`config.mk`:
```
export PLATFORM = sky130hd
export DESIGN_NAME = packed_pixel_unpacker
export DESIGN_NICKNAME = d
export VERILOG_FILES = /design/src/rtl/packed_pixel_unpacker.sv
export SDC_FILE = /design/constraint.sdc
export NUM_CORES = 1
export LEC_CHECK = 0
export ABC_CLOCK_PERIOD_IN_PS = 1580
export CORE_ASPECT_RATIO = 0.5
export CORE_MARGIN = 1
export CORE_UTILIZATION = 42
export DETAILED_ROUTE_END_ITERATION = 16
export PLACE_DENSITY = 0.76
export SLEW_MARGIN = 5
export SYNTH_ARGS = -nofsm -noshare
export SYNTH_HDL_FRONTEND = slang
export SYNTH_SLANG_ARGS = --single-unit
```
`constraint.sdc`:
```
create_clock -name clk -period 1.58 [get_ports clk]
set_input_delay 0.316 -clock clk [delete_from_list [all_inputs] [get_ports clk]]
set_output_delay 0.316 -clock clk [all_outputs]
set_load 0.05 [all_outputs]
```
`src/rtl/packed_pixel_unpacker.sv`:
```
// Unpacks Y4/Y1 framebuffer words into Y8 pixel beats through a one-word gearbox.
// Each line starts on a word boundary; vsync flushes all pipeline state.
module packed_pixel_unpacker #(
  parameter int unsigned IN_BITS    = 32,
  parameter int unsigned PIXEL_BITS = 4,
  parameter int unsigned PIXEL_RATE = 4,
  parameter int unsigned H_PIXELS   = 1600
) (
  input  logic                    clk,
  input  logic                    rst_n,
  input  logic                    vsync,
  input  logic [IN_BITS-1:0]      in_data,
  input  logic                    in_valid,
  output logic                    in_ready,
  output logic [8*PIXEL_RATE-1:0] out,
  output logic                    out_valid,
  input  logic                    out_ready,
  output logic                    out_last
);

  localparam int unsigned BEAT_BITS      = PIXEL_RATE * PIXEL_BITS;
  localparam int unsigned BEATS_PER_WORD = IN_BITS / BEAT_BITS;
  localparam int unsigned BEATS_PER_LINE = H_PIXELS / PIXEL_RATE;
  localparam int unsigned IDX_W  = (BEATS_PER_WORD > 1) ? $clog2(BEATS_PER_WORD) : 1;
  localparam int unsigned LINE_W = (BEATS_PER_LINE > 1) ? $clog2(BEATS_PER_LINE) : 1;
  localparam int unsigned REP    = 8 / PIXEL_BITS;

  logic [IN_BITS-1:0]      word;
  logic                    word_full;
  logic [IDX_W-1:0]        beat_idx;
  logic [LINE_W-1:0]       line_beat;
  logic                    load;
  logic                    last_of_word;
  logic                    line_end;
  logic                    retire;
  logic [31:0]             shamt;
  logic [IN_BITS-1:0]      shifted;
  logic [BEAT_BITS-1:0]    slice;
  logic [8*PIXEL_RATE-1:0] expanded;

  assign load         = word_full && (!out_valid || out_ready);
  assign last_of_word = (beat_idx == IDX_W'(BEATS_PER_WORD - 1));
  assign line_end     = (line_beat == LINE_W'(BEATS_PER_LINE - 1));
  // A word retires on its final beat or when the line ends early inside it.
  assign retire       = load && (last_of_word || line_end);
  assign in_ready     = rst_n && !vsync && (!word_full || retire);

  // Select the current beat (MSB-first) and replicate each pixel up to 8 bits.
  always_comb begin
    shamt    = (32'(BEATS_PER_WORD) - 32'd1 - 32'(beat_idx)) * 32'(BEAT_BITS);
    shifted  = word >> shamt;
    slice    = shifted[BEAT_BITS-1:0];
    expanded = '0;
    for (int k = 0; k < int'(PIXEL_RATE); k++) begin
      expanded[8*k +: 8] = {REP{slice[PIXEL_BITS*k +: PIXEL_BITS]}};
    end
  end

  always_ff @(posedge clk) begin
    if (!rst_n || vsync) begin
      word      <= '0;
      word_full <= 1'b0;
      beat_idx  <= '0;
      line_beat <= '0;
      out       <= '0;
      out_valid <= 1'b0;
      out_last  <= 1'b0;
    end else begin
      if (in_valid && in_ready) begin
        word      <= in_data;
        word_full <= 1'b1;
      end else if (retire) begin
        word_full <= 1'b0;
      end

      if (load) begin
        out       <= expanded;
        out_valid <= 1'b1;
        out_last  <= line_end;
        beat_idx  <= retire ? '0 : beat_idx + IDX_W'(1);
        line_beat <= line_end ? '0 : line_beat + LINE_W'(1);
      end else if (out_ready) begin
        out_valid <= 1'b0;
      end
    end
  end

endmodule

```
==> results of run 1 <==
layer usage:
metal  part of all wire  vias to the layer above  global-route usage
li1                   -                      972                   -
met3              0.043                        8             0.09799
met2               0.51                       47              0.3752
met1               0.44                      938              0.2481
met4              0.015                        0             0.06564
met5                  0                        -                   0
synthesized netlist by cell type, drive strengths merged:
master,count
dfxtp,61
o21a,1
o21ai,2
nand2b,2
or3,1
nand3,3
buf,28
a22o,32
a211oi,16
xnor2,6
inv,1
and3,2
nor2,26
a21oi,6
and2,2
ha,1
xor2,2
clkbuf,3
nor4,1
or2,1
nand2,10
mux2i,16
nor3,3
nor2b,1
power by group:
group          internal (mW)  switching (mW)  total, mW
clock                   1.63           0.676       2.30
combinational          0.222           0.212      0.434
sequential              1.58          0.0302       1.61
total                   3.43           0.918       4.35
flip-flops by register name, summed over array words and instances, names as in the netlist:
register / cells
out_valid: 1
word_full: 1
word: 32
beat_idx: 1
line_beat: 9
out: 16
out_last: 1
metrics by stage:
step	hold slack [ps]	utilization	power, mW	worst slack [ps]
2_1_floorplan	439.8	-	1.852	-148.8
3_3_place_gp	455.5	0.6186	2.018	-369.8
3_5_place_dp	461.2	0.6186	2.025	-374.9
4_1_cts	479.5	0.7181	4.348	-452.9
5_1_grt	500.8	0.7382	4.497	-510.5
6_report	480.0	0.7382	4.349	-442.1
final timing paths:
check | end | startpoint | slack, ps | cells past startpoint
worst min-delay path | out_last | out_last | 480 | 2
worst min register to register | out_last | out_last | 480 | 2
worst max-delay path | in_ready | line_beat[1] | -440 | 7
worst max register to register | word[13] | line_beat[1] | -430 | 11
cell families (layout without fill, tap and decap cells):
| kind of cell | count (synthesis) | count (layout) |
|---|---|---|
| flip-flops | 61 | 61 |
| AO/OA/AOI/OAI | 57 | 57 |
| AND/OR/NAND/NOR | 52 | 52 |
| buffers and inverters | 32 | 123 |
| multiplexers | 16 | 16 |
| XOR/XNOR | 8 | 8 |
| adder cells (fa/ha/maj) | 1 | 1 |
worst register-to-register path, cell delays in order (launching register included):
cell and delay [ps]:
dfxtp_2 340, ha_4 130, and3_4 210, nand3_4 70, buf_4 140, buf_6 100, buf_6 110, o21ai_4 140
buf_6 120, a21oi_4 100, clkbuf_16 190, a22o_1 230
final cells by class:
class | count | share of cell area
timing repair buffer | 106 | 0.2876
inverter | 1 | 0.0009817
sequential | 61 | 0.3204
multi-input combinational | 134 | 0.2742
tap | 70 | 0.02291
clock buffer | 11 | 0.06610
clock inverter | 5 | 0.02781
what timing repair did:
item	4_1_cts	5_1_grt
setup buffers	5	1
gates cloned	3	3
pin swaps	8	11
resized for setup	15	6
hold buffers	0	0
endpoints found under the setup margin	35	42
==> results.py, run 1 <==
metrics = {
    "floorplan": {
        "fp-row-count": 18,
        "die_height_microns": 55.31,
        "die_w_microns": 108.6,
        "dieArea_sq_um": 6008,
        "io_pins": 72,
        "start_util": 0.4609,
        "coreArea_sq_um": 5180,
    },
    "cells_and_area": {
        "nNetsFinal": 351,
        "seqCellArea_sq_um": 1225,
        "final_cell_mix": "dfxtp_1, buf_4, clkdlybuf4s50_1, a22o_1, nor2_1",
        "final_cells": 388,
        "fin_area_sq_um": 3824,
        "areaGrowthSynthToFinish_pct": 60.17,
        "drive_gt1_frac": 0.3333,
        "multi_input_area_sq_um": 1049,
        "final_common_cell": "dfxtp_1",
        "diodes": 0,
        "fillers": 343,
    },
    "placed_design": {
        "placed_cell_area_sq_um": 3204,
        "gp_congestion": 0.7336,
        "post-dp-hpwl_microns": 3725,
        "post-place-cells": 360,
        "io_buffers": 71,
    },
    "global_route": {
        "grt_pass1_wl_microns": 9749,
        "grt_pass1_vias": 1986,
        "grt_max_degree": 34,
        "track_usage": 0.2204,
        "antenna_found_initial": 0,
        "overflow": 0,
    },
    "clocking": {
        "cts_buffers": 9,
        "path_clk_slew_ps": 50,
        "htreeDepth": 3,
        "cts_tree": "done",
        "clock_path_buffers": 2,
        "clock_sinks": 61,
        "clock_latency_ps": 330,
        "clockRootBuffer": "clkbuf_16",
    },
    "worst_setup_path": {
        "cp_num_buf_inv": 1,
        "crit_chain": "ha_4 -> and3_4 -> nand3_4 -> or2_4 -> and2_4 -> nor2_4 -> buf_12",
        "critPathArrivalTime_ps": 1710,
        "crit_slowest_cell": "dfxtp_2",
        "crit_family": "simple AND/OR/NAND/NOR gates",
        "required_ps": 1260,
        "end_kind": "primary output",
        "slowest_delay_ps": 340,
        "critPathLaunchType": "flip-flop",
        "crit_fanout": 2,
        "critPathKind": "flip-flop to primary output",
    },
    "yosys": {
        "synth_seq_area_share": 0.5115,
        "synth_top_family_by_area": "compound AO/OA/AOI/OAI gates",
        "synth_xor_area_frac": 0.02935,
        "synth_cell_type_count": 30,
        "synthSimpleGateAreaFrac": 0.1038,
        "synth.net_count": 265,
        "synth_compound_area_frac": 0.1908,
        "synth_area_leader_cell": "dfxtp_1",
        "synth_top_area_frac": 0.5115,
        "synth_fa_ha_area_frac": 0.005241,
        "netlist_top_cells_area": "dfxtp_1, a22o_1, mux2i_1, a211oi_1, buf_4",
        "synth_area_per_cell_sq_um": 10.52,
        "synth.cell_area_sq_um": 2387,
        "synth_seq_cells": 61,
        "synth_mux_area_frac": 0.06709,
        "synth_warnings": 0,
        "synthCells": 227,
    },
    "power_and_ir_drop": {
        "power_density_nw_per_um2": 1137,
        "leakagePower_nw": 1.501,
        "vdd_drop_max_uv": 857.2,
    },
    "route": {
        "avgViaCountPerCell": 5.064,
        "drt-initial-drc-count": 105,
        "routed-via-count": 1965,
        "drt-total-wl_microns": 6299,
        "drtPass1Iterations": 4,
        "ant_nets": 0,
        "drc": 0,
        "wl_per_cell_microns": 16.23,
    },
    "worst_hold_path": {
        "min-delay-path-class": "flip-flop to flip-flop",
    },
    "timing": {
        "fmax_mhz": 494.5,
        "period_needed_ps": 2022,
        "tightestPinTransition_ps": 390.2,
        "setup_viol": 36,
        "clock_skew_ps": 7.592,
        "final_hold_viol_count": 0,
        "min_period_over_period": 1.280,
        "setup_slack_ps": -442.1,
        "rsz0062_at_grt": "yes",
        "fin_tns_setup_ps": -13260,
        "relSlewSlack": 0.7393,
        "drv_slew": 0,
    },
    "status": {
        "violations": "setup timing",
        "status": "complete, but fails checks",
    },
    "flow_run": {
        "cap_violations": 0,
    },
}
Note: power is estimated with default switching activity, not from simulation.
==> run 2, diff against run 1 <==
- CORE_MARGIN: 1 -> 2
==> run 2 against run 1 <==
Effect of this change: cell area shrank 8.0%; critical path type unchanged; hold slack lost 3.2 ps; non-clock buffer count fell by 11; cell count fell by 2.3%; core utilization fell by 9.8 points; sequential cell count did not move; global-route usage shrank 3.5 points; power shrank 7.2%; sequential power about the same; the flow still finishes with violations (setup timing).
==> results.py, run 2 (synthesized netlist as in run 1, its figures left out) <==
metrics = {
    "status": {
        "status": "complete, but fails checks",
        "violations": "setup timing",
    },
    "power_and_ir_drop": {
        "vdd_drop_max_uv": 719.2,
        "power_density_nw_per_um2": 1147,
        "leakagePower_nw": 1.354,
    },
    "route": {
        "drt-initial-drc-count": 68,
        "avgViaCountPerCell": 5.084,
        "ant_nets": 0,
        "routed-via-count": 1927,
        "drt-total-wl_microns": 5552,
        "wl_per_cell_microns": 14.65,
        "drc": 0,
        "drtPass1Iterations": 4,
    },
    "floorplan": {
        "coreArea_sq_um": 5492,
        "io_pins": 72,
        "die_height_microns": 57.31,
        "die_w_microns": 110.6,
        "start_util": 0.4347,
        "fp-row-count": 19,
        "dieArea_sq_um": 6340,
    },
    "cells_and_area": {
        "largest_registers": "word: 32 flops, out: 16 flops, line_beat: 9 flops",
        "regMostFlops": "word",
        "diodes": 0,
        "drive_gt1_frac": 0.2941,
        "final_cell_mix": "dfxtp_1, buf_4, clkdlybuf4s50_1, a22o_1, nor2_1",
        "largest_reg_flops": 32,
        "areaGrowthSynthToFinish_pct": 47.33,
        "final_common_cell": "dfxtp_1",
        "nNetsFinal": 340,
    },
    "placed_design": {
        "io_buffers": 71,
        "post-dp-hpwl_microns": 3565,
        "place_ws_ps": -379.0,
        "gp_congestion": 0.7711,
    },
    "clocking": {
        "clockRootBuffer": "clkbuf_16",
        "cts_buffers": 9,
        "clock_sinks": 61,
        "clock_latency_ps": 320,
        "path_clk_slew_ps": 50,
        "htreeDepth": 3,
        "clock_path_buffers": 2,
        "hold_buffers": 0,
        "cts_tree": "done",
    },
    "global_route": {
        "gr-usage-met3": 0.06270,
        "grt_max_degree": 33,
        "met1_usage": 0.2013,
        "track_usage": 0.1854,
        "grt.busiest_layer": "met2",
        "antenna_found_initial": 0,
        "grt_pass1_vias": 1985,
        "grt_pass1_wl_microns": 9101,
        "overflow": 0,
        "grt_use_met2": 0.3322,
    },
    "timing": {
        "rsz0062_at_grt": "yes",
        "drv_slew": 0,
        "tightestPinTransition_ps": 314.5,
        "fmax_mhz": 502.8,
        "fin_hold_ws_ps": 476.9,
        "min_period_over_period": 1.259,
        "setup_slack_ps": -408.7,
        "period_needed_ps": 1989,
        "final_hold_viol_count": 0,
        "setup_viol": 33,
        "relSlewSlack": 0.7884,
        "clock_skew_ps": 6.156,
    },
    "worst_setup_path": {
        "critPathArrivalTime_ps": 1670,
        "end_kind": "primary output",
        "critPathKind": "flip-flop to primary output",
        "crit_fanout": 2,
        "critPathLaunchType": "flip-flop",
        "required_ps": 1260,
    },
    "flow_run": {
        "cap_violations": 0,
    },
    "worst_hold_path": {
        "min-delay-path-class": "flip-flop to flip-flop",
    },
}
run 2: cell count changes in the layout (fill, tap and decap cells not counted), sizes merged:
cell / delta
bufinv: -1
clkinv: +1
clkbuf: -4
buf: -10
bufbuf: +1
clkinvlp: +1
run 2: metal layers:
layer	vias up	wire, microns
li1	944	-
met1	928	2437
met2	41	2770
met3	14	206
met4	0	138
met5	-	0
run 2: where the power goes:
group	switching (mW)	total, mW	internal [mW]
combinational	0.198	0.393	0.195
clock	0.665	2.03	1.37
sequential	0.0268	1.61	1.58
total	0.890	4.04	3.15
run 2: final cells by class:
class	instances	area, sq um
timing repair buffer	95	890.9
tap	73	91.34
fill	408	1974
inverter	1	3.754
multi-input combinational	134	992.2
sequential	61	1225
clock inverter	6	88.84
clock buffer	9	225.2
run 2: path summary, 6_finish.rpt:
kind              slack [ps]  cells past startpoint          from  endpoint
hold / removal           480                      1      word[28]  word[28]
setup / recovery        -410                      7  line_beat[0]  in_ready
hold reg to reg          480                      1      word[28]  word[28]
setup reg to reg        -170                      8  line_beat[0]  word[10]
run 2: metrics by stage:
stage | std cells | utilization | total power, mW | TNS [ps] | cell area (sq um)
final | 379 | 0.6405 | 4.035 | -5426 | 3517
after global routing | 379 | 0.6405 | 4.170 | -8251 | 3517
after CTS | 378 | 0.6377 | 4.075 | -5302 | 3502
after detailed placement | 360 | 0.5710 | 2.016 | -16260 | 3136
after global placement | 360 | 0.5710 | 2.009 | -15570 | 3136
after floorplan | 227 | - | 1.852 | -148.8 | 2421
run 2: repair_timing:
action,4_1_cts,5_1_grt
endpoints found under the setup margin,34,41
setup buffers,2,1
cloned,1,0
resized for setup,2,2
pin swaps,3,1
run 2: critical path, cell delays in order, from the launching register on:
cell and delay, ps:
dfxtp_2 350, ha_4 130, and3_4 180, nand3_4 70, or2_4 240, and2_4 150
nor2_4 90, buf_12 140
==> run 3, diff against run 2 <==
- CTS_CLUSTER_DIAMETER: not set -> 200
- REMOVE_ABC_BUFFERS: not set -> 1
==> run 3 against run 2 <==
Effect of this change: the run still ends with setup timing left; critical path depth stayed put; worst setup slack worse by 34 ps; non-clock buffer count is 7 higher; count of clock-buffer cells in the layout is 2 higher; core utilization is 1.8 points higher; clock skew hardly changed; largest power group unchanged; routed wire length is 12% higher; first-iteration DRC count is 50% higher; hold slack better by 3.3 ps; via count is 4.7% higher; fmax is 1.7% lower.
==> results.py, run 3 (synthesized netlist as in run 1, its figures left out) <==
metrics = {
    "status": {
        "status": "complete, but fails checks",
        "violations": "setup timing",
    },
    "clocking": {
        "clock_path_buffers": 2,
        "clock_sinks": 61,
        "path_clk_slew_ps": 50,
        "clockRootBuffer": "clkbuf_16",
        "cts_tree": "done",
        "cts_buffers": 9,
        "clock_latency_ps": 330,
        "htreeDepth": 3,
    },
    "global_route": {
        "grt_pass1_vias": 1928,
        "track_usage": 0.1868,
        "grt_max_degree": 33,
        "overflow": 0,
        "grt_pass1_wl_microns": 9321,
        "antenna_found_initial": 0,
    },
    "worst_setup_path": {
        "crit_fanout": 2,
        "critPathKind": "flip-flop to primary output",
        "critPathLaunchType": "flip-flop",
        "critPathArrivalTime_ps": 1710,
        "rr_worst_depth": 8,
        "end_kind": "primary output",
        "required_ps": 1260,
    },
    "timing": {
        "drv_slew": 0,
        "min_period_over_period": 1.280,
        "final_hold_viol_count": 0,
        "tightestPinTransition_ps": 326.5,
        "fmax_mhz": 494.5,
        "setup_viol": 33,
        "relSlewSlack": 0.7804,
        "period_needed_ps": 2022,
        "clock_skew_ps": 6.369,
        "setup_slack_ps": -442.4,
        "fin_hold_ws_ps": 480.2,
        "rsz0062_at_grt": "yes",
    },
    "floorplan": {
        "coreArea_sq_um": 5492,
        "io_pins": 72,
        "start_util": 0.4347,
        "fp-row-count": 19,
        "die_w_microns": 110.6,
        "die_height_microns": 57.31,
        "dieArea_sq_um": 6340,
    },
    "power_and_ir_drop": {
        "leakagePower_nw": 1.379,
        "finalPower_mw": 3.769,
        "vdd_drop_max_uv": 607.1,
        "power_density_nw_per_um2": 1042,
    },
    "route": {
        "avgViaCountPerCell": 5.214,
        "drt-total-wl_microns": 6201,
        "drtPass1Iterations": 4,
        "routed-via-count": 2018,
        "ant_nets": 0,
        "drc": 0,
        "wl_per_cell_microns": 16.02,
        "drt-initial-drc-count": 102,
    },
    "cells_and_area": {
        "areaGrowthSynthToFinish_pct": 51.52,
        "largest_registers": "word: 32 flops, out: 16 flops, line_beat: 9 flops",
        "largest_reg_flops": 32,
        "nNetsFinal": 347,
        "diodes": 0,
        "drive_gt1_frac": 0.3121,
        "final_cell_mix": "dfxtp_1, buf_4, clkdlybuf4s50_1, a22o_1, nor2_1",
        "fin_area_sq_um": 3617,
        "final_common_cell": "dfxtp_1",
        "regMostFlops": "word",
    },
    "flow_run": {
        "cap_violations": 0,
    },
    "worst_hold_path": {
        "worstHoldPathCells": 1,
        "min-delay-path-class": "flip-flop to flip-flop",
    },
    "placed_design": {
        "gp_congestion": 0.7720,
        "io_buffers": 71,
        "placed_cell_area_sq_um": 3137,
        "post-dp-hpwl_microns": 3706,
    },
}
run 3: final timing paths:
path | slack (ps) | endpoint | start
setup reg to reg | -180 | word[25] | line_beat[1]
hold / removal | 480 | word[19] | word[19]
setup / recovery | -440 | in_ready | line_beat[1]
hold reg to reg | 480 | word[19] | word[19]
run 3: worst max-delay path: stages (launching register included):
cell and delay, ps:
dfxtp_2 350, ha_4 140, and3_4 190, nand3_4 70, or2_4 230, and2_4 150, nor2_4 100, buf_12 140
run 3: metal layers:
metal | global-route usage | vias up | wire length, microns
li1 | - | 969 | -
met1 | 0.2151 | 997 | 2639
met2 | 0.3392 | 40 | 3306
met3 | 0.05101 | 12 | 183
met4 | 0.07321 | 0 | 72
met5 | 0 | - | 0
run 3: area by class of cell:
| class | count | area (sq um) |
|---|---|---|
| sequential | 61 | 1224 |
| tap | 73 | 91.34 |
| fill | 416 | 1874 |
| clock inverter | 5 | 37.54 |
| multi-input combinational | 134 | 1017 |
| timing repair buffer | 102 | 1011 |
| clock buffer | 11 | 232.7 |
| inverter | 1 | 3.754 |
run 3: through the flow:
stage / cells / TNS (ps) / util / worst slack, ps
3_5_place_dp: 363 / -19790 / 0.5712 / -550.1
6_report: 387 / -5029 / 0.6587 / -442.4
4_1_cts: 382 / -9247 / 0.6366 / -456.1
2_1_floorplan: 196 / -37070 / - / -1021
3_3_place_gp: 363 / -17310 / 0.5712 / -495.3
5_1_grt: 387 / -7087 / 0.6587 / -481.6
run 3: report_power, final:
group	switching (mW)	internal, mW
clock network	0.676	1.06
logic	0.212	0.211
registers	0.0280	1.58
run 3: timing repair:
action / 4_1_cts / 5_1_grt
setup endpoints to repair: 42 / 54
buffers inserted: 2 / 2
cloned: 1 / 4
pin swaps: 5 / 6
gates resized for setup: 12 / 8
hold buffers: 0 / 0
